===== src/rtl/logic_op_pkg.sv =====
`default_nettype none
// ============================================================================
// Module   : logic_op_pkg
// Purpose  : Opcode, FSM state and width definitions for the logic-op arbiter.
// Revision : 1.0  initial release
// ============================================================================
package logic_op_pkg;

    localparam int DATA_W = 32;

    typedef enum logic [1:0] {
        OP_NOT = 2'b00,
        OP_AND = 2'b01,
        OP_OR  = 2'b10,
        OP_XOR = 2'b11
    } op_e;

    typedef enum logic [1:0] {
        ST_IDLE = 2'd0,
        ST_EXEC = 2'd1,
        ST_RESP = 2'd2
    } state_e;

endpackage
`default_nettype wire


===== src/rtl/logic_op_arbiter_if.sv =====
`default_nettype none
// ============================================================================
// Module   : logic_op_arbiter_if
// Purpose  : Two requester ports, one response port and busy of the arbiter.
// Revision : 1.0  initial release
// ============================================================================
interface logic_op_arbiter_if;
    import logic_op_pkg::*;

    logic              req0_valid;
    logic              req0_ready;
    logic [1:0]        req0_op;
    logic [DATA_W-1:0] req0_A;
    logic [DATA_W-1:0] req0_B;
    logic              req1_valid;
    logic              req1_ready;
    logic [1:0]        req1_op;
    logic [DATA_W-1:0] req1_A;
    logic [DATA_W-1:0] req1_B;
    logic              rsp_valid;
    logic              rsp_ready;
    logic              rsp_id;
    logic [DATA_W-1:0] rsp_S;
    logic              busy;

    modport master (
        output req0_valid, req0_op, req0_A, req0_B,
        output req1_valid, req1_op, req1_A, req1_B,
        output rsp_ready,
        input  req0_ready, req1_ready, rsp_valid, rsp_id, rsp_S, busy
    );

    modport slave (
        input  req0_valid, req0_op, req0_A, req0_B,
        input  req1_valid, req1_op, req1_A, req1_B,
        input  rsp_ready,
        output req0_ready, req1_ready, rsp_valid, rsp_id, rsp_S, busy
    );

endinterface
`default_nettype wire


===== src/rtl/logic_unit_32.sv =====
`default_nettype none
// ============================================================================
// Module   : logic_unit_32
// Purpose  : Combinational 32-bit NOT/AND/OR/XOR unit built from bit gates.
// Revision : 1.0  initial release
// ============================================================================
module logic_unit_32
    import logic_op_pkg::*;
(
    input  wire logic [1:0]        op,
    input  wire logic [DATA_W-1:0] A,
    input  wire logic [DATA_W-1:0] B,
    output logic      [DATA_W-1:0] S
);

    logic [DATA_W-1:0] w_not;
    logic [DATA_W-1:0] w_and;
    logic [DATA_W-1:0] w_or;
    logic [DATA_W-1:0] w_xor;

    for (genvar i = 0; i < DATA_W; i++) begin : g_bit
        assign w_not[i] = ~A[i];
        assign w_and[i] = A[i] & B[i];
        assign w_or[i]  = A[i] | B[i];
        assign w_xor[i] = A[i] ^ B[i];
    end

    always_comb begin
        S = w_not;
        case (op)
            OP_NOT:  S = w_not;
            OP_AND:  S = w_and;
            OP_OR:   S = w_or;
            OP_XOR:  S = w_xor;
            default: S = w_not;
        endcase
    end

endmodule
`default_nettype wire


===== src/rtl/logic_op_arbiter.sv =====
`default_nettype none
// ============================================================================
// Module   : logic_op_arbiter
// Purpose  : Round-robin share of one logic unit between two requesters.
// Revision : 1.0  initial release
// ============================================================================
module logic_op_arbiter
    import logic_op_pkg::*;
(
    input  wire logic         clk,
    input  wire logic         reset,
    logic_op_arbiter_if.slave bus
);

    state_e            r_state;
    logic              r_ptr;
    logic              r_id;
    logic              r_busy;
    logic              r_rsp_valid;
    logic [1:0]        r_op;
    logic [DATA_W-1:0] r_a;
    logic [DATA_W-1:0] r_b;
    logic [DATA_W-1:0] r_s;
    logic [DATA_W-1:0] w_s;
    logic              w_idle;
    logic              w_gnt0;
    logic              w_gnt1;

    // Reset masks the grant so a same-cycle reset never shows a handshake.
    assign w_idle = (r_state == ST_IDLE) && !reset;
    assign w_gnt0 = w_idle && bus.req0_valid && (!bus.req1_valid || !r_ptr);
    assign w_gnt1 = w_idle && bus.req1_valid && (!bus.req0_valid ||  r_ptr);

    assign bus.req0_ready = w_gnt0;
    assign bus.req1_ready = w_gnt1;
    assign bus.rsp_valid  = r_rsp_valid;
    assign bus.rsp_id     = r_id;
    assign bus.rsp_S      = r_s;
    assign bus.busy       = r_busy;

    logic_unit_32 u_logic_unit (
        .op (r_op),
        .A  (r_a),
        .B  (r_b),
        .S  (w_s)
    );

    always_ff @(posedge clk) begin
        if (reset) begin
            r_state     <= ST_IDLE;
            r_ptr       <= 1'b0;
            r_id        <= 1'b0;
            r_busy      <= 1'b0;
            r_rsp_valid <= 1'b0;
            r_op        <= 2'b00;
            r_a         <= '0;
            r_b         <= '0;
            r_s         <= '0;
        end else begin
            case (r_state)
                ST_IDLE: begin
                    if (w_gnt0 || w_gnt1) begin
                        r_op    <= w_gnt1 ? bus.req1_op : bus.req0_op;
                        r_a     <= w_gnt1 ? bus.req1_A  : bus.req0_A;
                        r_b     <= w_gnt1 ? bus.req1_B  : bus.req0_B;
                        r_id    <= w_gnt1;
                        // Pointer moves to the requester that lost this round.
                        r_ptr   <= ~w_gnt1;
                        r_busy  <= 1'b1;
                        r_state <= ST_EXEC;
                    end
                end
                ST_EXEC: begin
                    r_s         <= w_s;
                    r_rsp_valid <= 1'b1;
                    r_state     <= ST_RESP;
                end
                ST_RESP: begin
                    if (bus.rsp_ready) begin
                        r_rsp_valid <= 1'b0;
                        r_busy      <= 1'b0;
                        r_state     <= ST_IDLE;
                    end
                end
                default: begin
                    r_rsp_valid <= 1'b0;
                    r_busy      <= 1'b0;
                    r_state     <= ST_IDLE;
                end
            endcase
        end
    end

endmodule
`default_nettype wire


===== src/flat_wrapper.sv =====
// flat-port wrapper written by rule: the top's interface ports become plain ports
module logic_op_arbiter_flat import logic_op_pkg::*;
  (clk, reset, bus_req0_valid, bus_req0_op, bus_req0_A, bus_req0_B, bus_req1_valid, bus_req1_op, bus_req1_A, bus_req1_B, bus_rsp_ready, bus_req0_ready, bus_req1_ready, bus_rsp_valid, bus_rsp_id, bus_rsp_S, bus_busy);
  logic_op_arbiter_if bus_i ();
  input  wire logic clk;
  input  wire logic reset;
  input wire logic [$bits(bus_i.req0_valid)-1:0] bus_req0_valid;
  input wire logic [$bits(bus_i.req0_op)-1:0] bus_req0_op;
  input wire logic [$bits(bus_i.req0_A)-1:0] bus_req0_A;
  input wire logic [$bits(bus_i.req0_B)-1:0] bus_req0_B;
  input wire logic [$bits(bus_i.req1_valid)-1:0] bus_req1_valid;
  input wire logic [$bits(bus_i.req1_op)-1:0] bus_req1_op;
  input wire logic [$bits(bus_i.req1_A)-1:0] bus_req1_A;
  input wire logic [$bits(bus_i.req1_B)-1:0] bus_req1_B;
  input wire logic [$bits(bus_i.rsp_ready)-1:0] bus_rsp_ready;
  output wire logic [$bits(bus_i.req0_ready)-1:0] bus_req0_ready;
  output wire logic [$bits(bus_i.req1_ready)-1:0] bus_req1_ready;
  output wire logic [$bits(bus_i.rsp_valid)-1:0] bus_rsp_valid;
  output wire logic [$bits(bus_i.rsp_id)-1:0] bus_rsp_id;
  output wire logic [$bits(bus_i.rsp_S)-1:0] bus_rsp_S;
  output wire logic [$bits(bus_i.busy)-1:0] bus_busy;
  assign bus_i.req0_valid = bus_req0_valid;
  assign bus_i.req0_op = bus_req0_op;
  assign bus_i.req0_A = bus_req0_A;
  assign bus_i.req0_B = bus_req0_B;
  assign bus_i.req1_valid = bus_req1_valid;
  assign bus_i.req1_op = bus_req1_op;
  assign bus_i.req1_A = bus_req1_A;
  assign bus_i.req1_B = bus_req1_B;
  assign bus_i.rsp_ready = bus_rsp_ready;
  assign bus_req0_ready = bus_i.req0_ready;
  assign bus_req1_ready = bus_i.req1_ready;
  assign bus_rsp_valid = bus_i.rsp_valid;
  assign bus_rsp_id = bus_i.rsp_id;
  assign bus_rsp_S = bus_i.rsp_S;
  assign bus_busy = bus_i.busy;
  logic_op_arbiter u_core (.clk(clk), .reset(reset), .bus(bus_i));
endmodule

===== config.mk =====
export PLATFORM = sky130hd
export DESIGN_NAME = logic_op_arbiter_flat
export DESIGN_NICKNAME = d
export VERILOG_FILES = /design/src/rtl/logic_op_pkg.sv /design/src/rtl/logic_op_arbiter_if.sv /design/src/rtl/logic_unit_32.sv /design/src/rtl/logic_op_arbiter.sv /design/src/flat_wrapper.sv
export SDC_FILE = /design/constraint.sdc
export NUM_CORES = 1
export LEC_CHECK = 0
export CAP_MARGIN = 20
export CORE_MARGIN = 2
export CORE_UTILIZATION = 43
export CTS_CLUSTER_DIAMETER = 120
export DETAILED_ROUTE_END_ITERATION = 16
export PLACE_DENSITY = 0.77
export SKIP_CTS_REPAIR_TIMING = 1
export SYNTH_ARGS = -nofsm -noshare
export SYNTH_HDL_FRONTEND = slang
export SYNTH_SLANG_ARGS = --single-unit

===== constraint.sdc =====
create_clock -name clk -period 1.5 [get_ports clk]
set_clock_uncertainty 0.15 [all_clocks]
set_input_delay 0.225 -clock clk [delete_from_list [all_inputs] [get_ports clk]]
set_output_delay 0.225 -clock clk [all_outputs]
set_load 0.05 [all_outputs]

==> results.toml <==
[layout]
layout.nets = 1017
multi_input_comb_area_um2 = 3310
most_common_cell_after_layout_fill_and_taps_aside = "sky130_fd_sc_hd__clkdlybuf4s50_1"
n_fill_cell = 1002
layout.area.seq_um2 = 2090
drive_gt1_frac = 0.179
most_frequent_cells_in_the_layout = "sky130_fd_sc_hd__clkdlybuf4s50_1, sky130_fd_sc_hd__dfxtp_1, sky130_fd_sc_hd__a221o_1"
antennaDiodeCount = 0
area_delta_synth_final_pct = 52.5
instances_no_fill = 997

[critical_path]
cp_data_required_time_ps = 1120
crit_path_end_kind = "output pin"
critical_path.startpoint_type = "register"
cpMaxStageDelayCell = "sky130_fd_sc_hd__or3_4"
worstRegToRegCells = 4
worstSetupPathType = "register to output pin"
r2r_slack_ps = -320
crit_path_frequent_cell = "sky130_fd_sc_hd__buf_12"
worstPathMaxFanout = 4
cp_data_arrival_time_ps = 1650
r2r_start = "u_core.r_state[1]"
critical_path_max_stage_delay_ps = 390
regToRegEndpoint = "u_core.r_b[20]"
critical_path_cell_by_cell = "or3_4 -> nor3b_4 -> buf_12 -> buf_12"

[floorplan]
die-width_um = 121
num_rows = 42
fp.dieH_um = 121
die_area_um2 = 14500
pin_count = 174
core_area_um2 = 13200
floorplan.initialDensity = 0.441

[timing]
final_period_minus_worst_setup_slack_ps = 2020
layout_worst_path_cycle_share = 1.35
slew-limit-headroom = 0.685
timing.final.max_slew_violations = 0
grt_setup_unrepaired = "true"
timing.final.setup_violations = 87
max_freq_ghz = 0.494
final-hold-violation-count = 0
post-route-worst-setup-slack_ps = -525
fin_worst_hold_slack_ps = 246
tightestPinTransition_ps = 473

[synth]
ys_dominant_reg_cell = "sky130_fd_sc_hd__dfxtp_1"
synth-compound-area-share = 0.316
synthSimpleGateAreaFrac = 0.0987
muxShareOfSynthArea = 0
synth_enable_flop_cells = 0
postSynthNetCount = 850
largest_family_of_logic_cells_by_synthesized_area = "compound AO/OA/AOI/OAI gates"
flip_flop_and_latch_count_after_synthesis = 104
yosys.area_share.xor_xnor = 0
async_reset_ff_frac = 0
post_synth_inst_count = 649
synth_area_um2 = 5840
ys_types = 31
ys_seq_area_frac = 0.356
synth_warnings = 0
syn-mean-instance-area_um2 = 9.00
synth_adder_area_share = 0.137

[power]
power.ir.vdd_worst_v = 0.000607
power-per-cell-area_nw_per_um2 = 980
standby_leakage_power_nw = 3.47

[worst_hold_path]
whs_endpoint = "u_core.r_state[1]"
worst_hold_path.num_cells = 3
worst_hold_start = "reset"
min-delay-path-class = "primary input to register"

[placement]
placed_cells = 968
port-buffer-count = 173
preCtsSetupSlack_ps = -507
gp_congestion = 0.866
dpl.hpwl_mm = 12.4

[status]
failed_checks = "negative setup slack"
outcome = "finished with violations"

[clock_network]
clock_transition_at_the_registers_of_the_reported_paths_ps = 70
htree_levels = 3
maximum_number_of_buffers_from_clock_root_to_sink = 2
clock_network_latency_to_the_later_pin_of_the_worst_skew_pair_ps = 350
clock-root-buffer = "sky130_fd_sc_hd__clkbuf_16"
tritoncts_buffers = 9
cts_tree = "yes"
clock_sink_count = 104

[global_routing]
grt_start_max_net_pins = 56
globalRouteTotalUtil = 0.244
number_of_antenna_violations_at_the_first_check_in_global_routing = 0
first_pass_grt_wire_length_mm = 28.4
grt-ovfl-total = 0
grt_pass1_vias = 5754

[route]
drt-wirelength-per-cell_um = 18.9
drt-total-wl_mm = 18.9
post_drt_via_cell_ratio = 5.77
detail_route.first_pass.iterations = 5
via_count = 5754
starting_drc_count_in_detailed_routing = 514
post_detailed_route_drc_marker_count = 0
drtAntennaViolNets = 0

[run]
number_of_maximum_capacitance_violations = 0
==> cells in the mapped netlist, types with 3 or more instances <==
| master | number | share of area |
|---|---|---|
| sky130_fd_sc_hd__dfxtp_1 | 104 | 0.36 |
| sky130_fd_sc_hd__a221o_1 | 97 | 0.17 |
| sky130_fd_sc_hd__inv_1 | 65 | 0.042 |
| sky130_fd_sc_hd__nand2_1 | 65 | 0.042 |
| sky130_fd_sc_hd__a211oi_1 | 64 | 0.082 |
| sky130_fd_sc_hd__ha_1 | 64 | 0.14 |
| sky130_fd_sc_hd__clkbuf_1 | 40 | 0.026 |
| sky130_fd_sc_hd__a21oi_1 | 35 | 0.030 |
| sky130_fd_sc_hd__o21ai_0 | 32 | 0.027 |
| sky130_fd_sc_hd__or2_2 | 32 | 0.034 |
| sky130_fd_sc_hd__buf_2 | 17 | 0.015 |
| sky130_fd_sc_hd__nor2_1 | 6 | 0.0039 |
| sky130_fd_sc_hd__buf_6 | 4 | 0.0077 |
| sky130_fd_sc_hd__nor2b_1 | 3 | 0.0032 |
| sky130_fd_sc_hd__nor3_1 | 3 | 0.0026 |
==> metrics by stage <==
stage | power (W) | instance area [µm²] | TNS [ps] | util
after floorplan | 0.00482 | 5880 | -8700 | -
after global placement | 0.00608 | 8320 | -31520 | 0.628
after detailed placement | 0.00619 | 8320 | -36140 | 0.628
after CTS | 0.00858 | 8610 | -18390 | 0.650
after global routing | 0.00911 | 8910 | -25580 | 0.673
final | 0.00873 | 8910 | -19960 | 0.673
==> worst max path at each step <==
stage / from / end
final: u_core.r_state[1] / bus_req1_ready
after global routing: u_core.r_state[1] / bus_req1_ready
after CTS: u_core.r_state[1] / bus_req0_ready
after detailed placement: bus_req1_valid / u_core.r_b[11]
after global placement: bus_req0_valid / u_core.r_a[19]
after floorplan: u_core.r_state[1] / u_core.r_a[22]
==> flip-flops by register name, indices dropped and copies added (netlist names) <==
signal / count
u_core.r_state: 2
u_core.bus.rsp_S: 32
u_core.bus.rsp_valid: 1
u_core.bus.busy: 1
u_core.bus.rsp_id: 1
u_core.r_op: 2
u_core.r_ptr: 1
u_core.r_b: 32
u_core.r_a: 32
==> layer usage <==
| metal | track usage | share of wire | vias to the layer above |
|---|---|---|---|
| met2 | 0.413 | 0.49 | 249 |
| li1 | - | - | 2716 |
| met1 | 0.307 | 0.42 | 2754 |
| met3 | 0.0566 | 0.070 | 35 |
| met4 | 0.0770 | 0.019 | 0 |
| met5 | 0 | 0 | - |
==> logic make-up after synthesis <==
group | Yosys count
compound gates | 235
fa+ha+maj | 64
buf+inv | 129
flops | 104
simple gates | 117
==> report_power, final <==
part | internal (W) | total (W) | switching [W] | leakage, nW
Combinational | 0.00155 | 0.00297 | 0.00142 | 2.46
Clock | 0.00133 | 0.00238 | 0.00105 | 0.146
Sequential | 0.00308 | 0.00338 | 0.000294 | 0.858
Total | 0.00596 | 0.00873 | 0.00277 | 3.47
==> layout make-up <==
| cell class | instances | area share |
|---|---|---|
| multi-input cells | 416 | 0.371 |
| repair buffers | 220 | 0.310 |
| flip-flops and latches | 104 | 0.234 |
| clock buffers | 12 | 0.0277 |
| inverters | 65 | 0.0274 |
| well taps | 176 | 0.0247 |
| clock inverters | 4 | 0.00506 |
==> critical path: cells and delay by family (launching register included) <==
family	cells	cell delay, ps
and+or+nand+nor	2	690
DFF	1	320
buffers and inverters	2	270
Note: power is estimated with default switching activity, not from simulation.
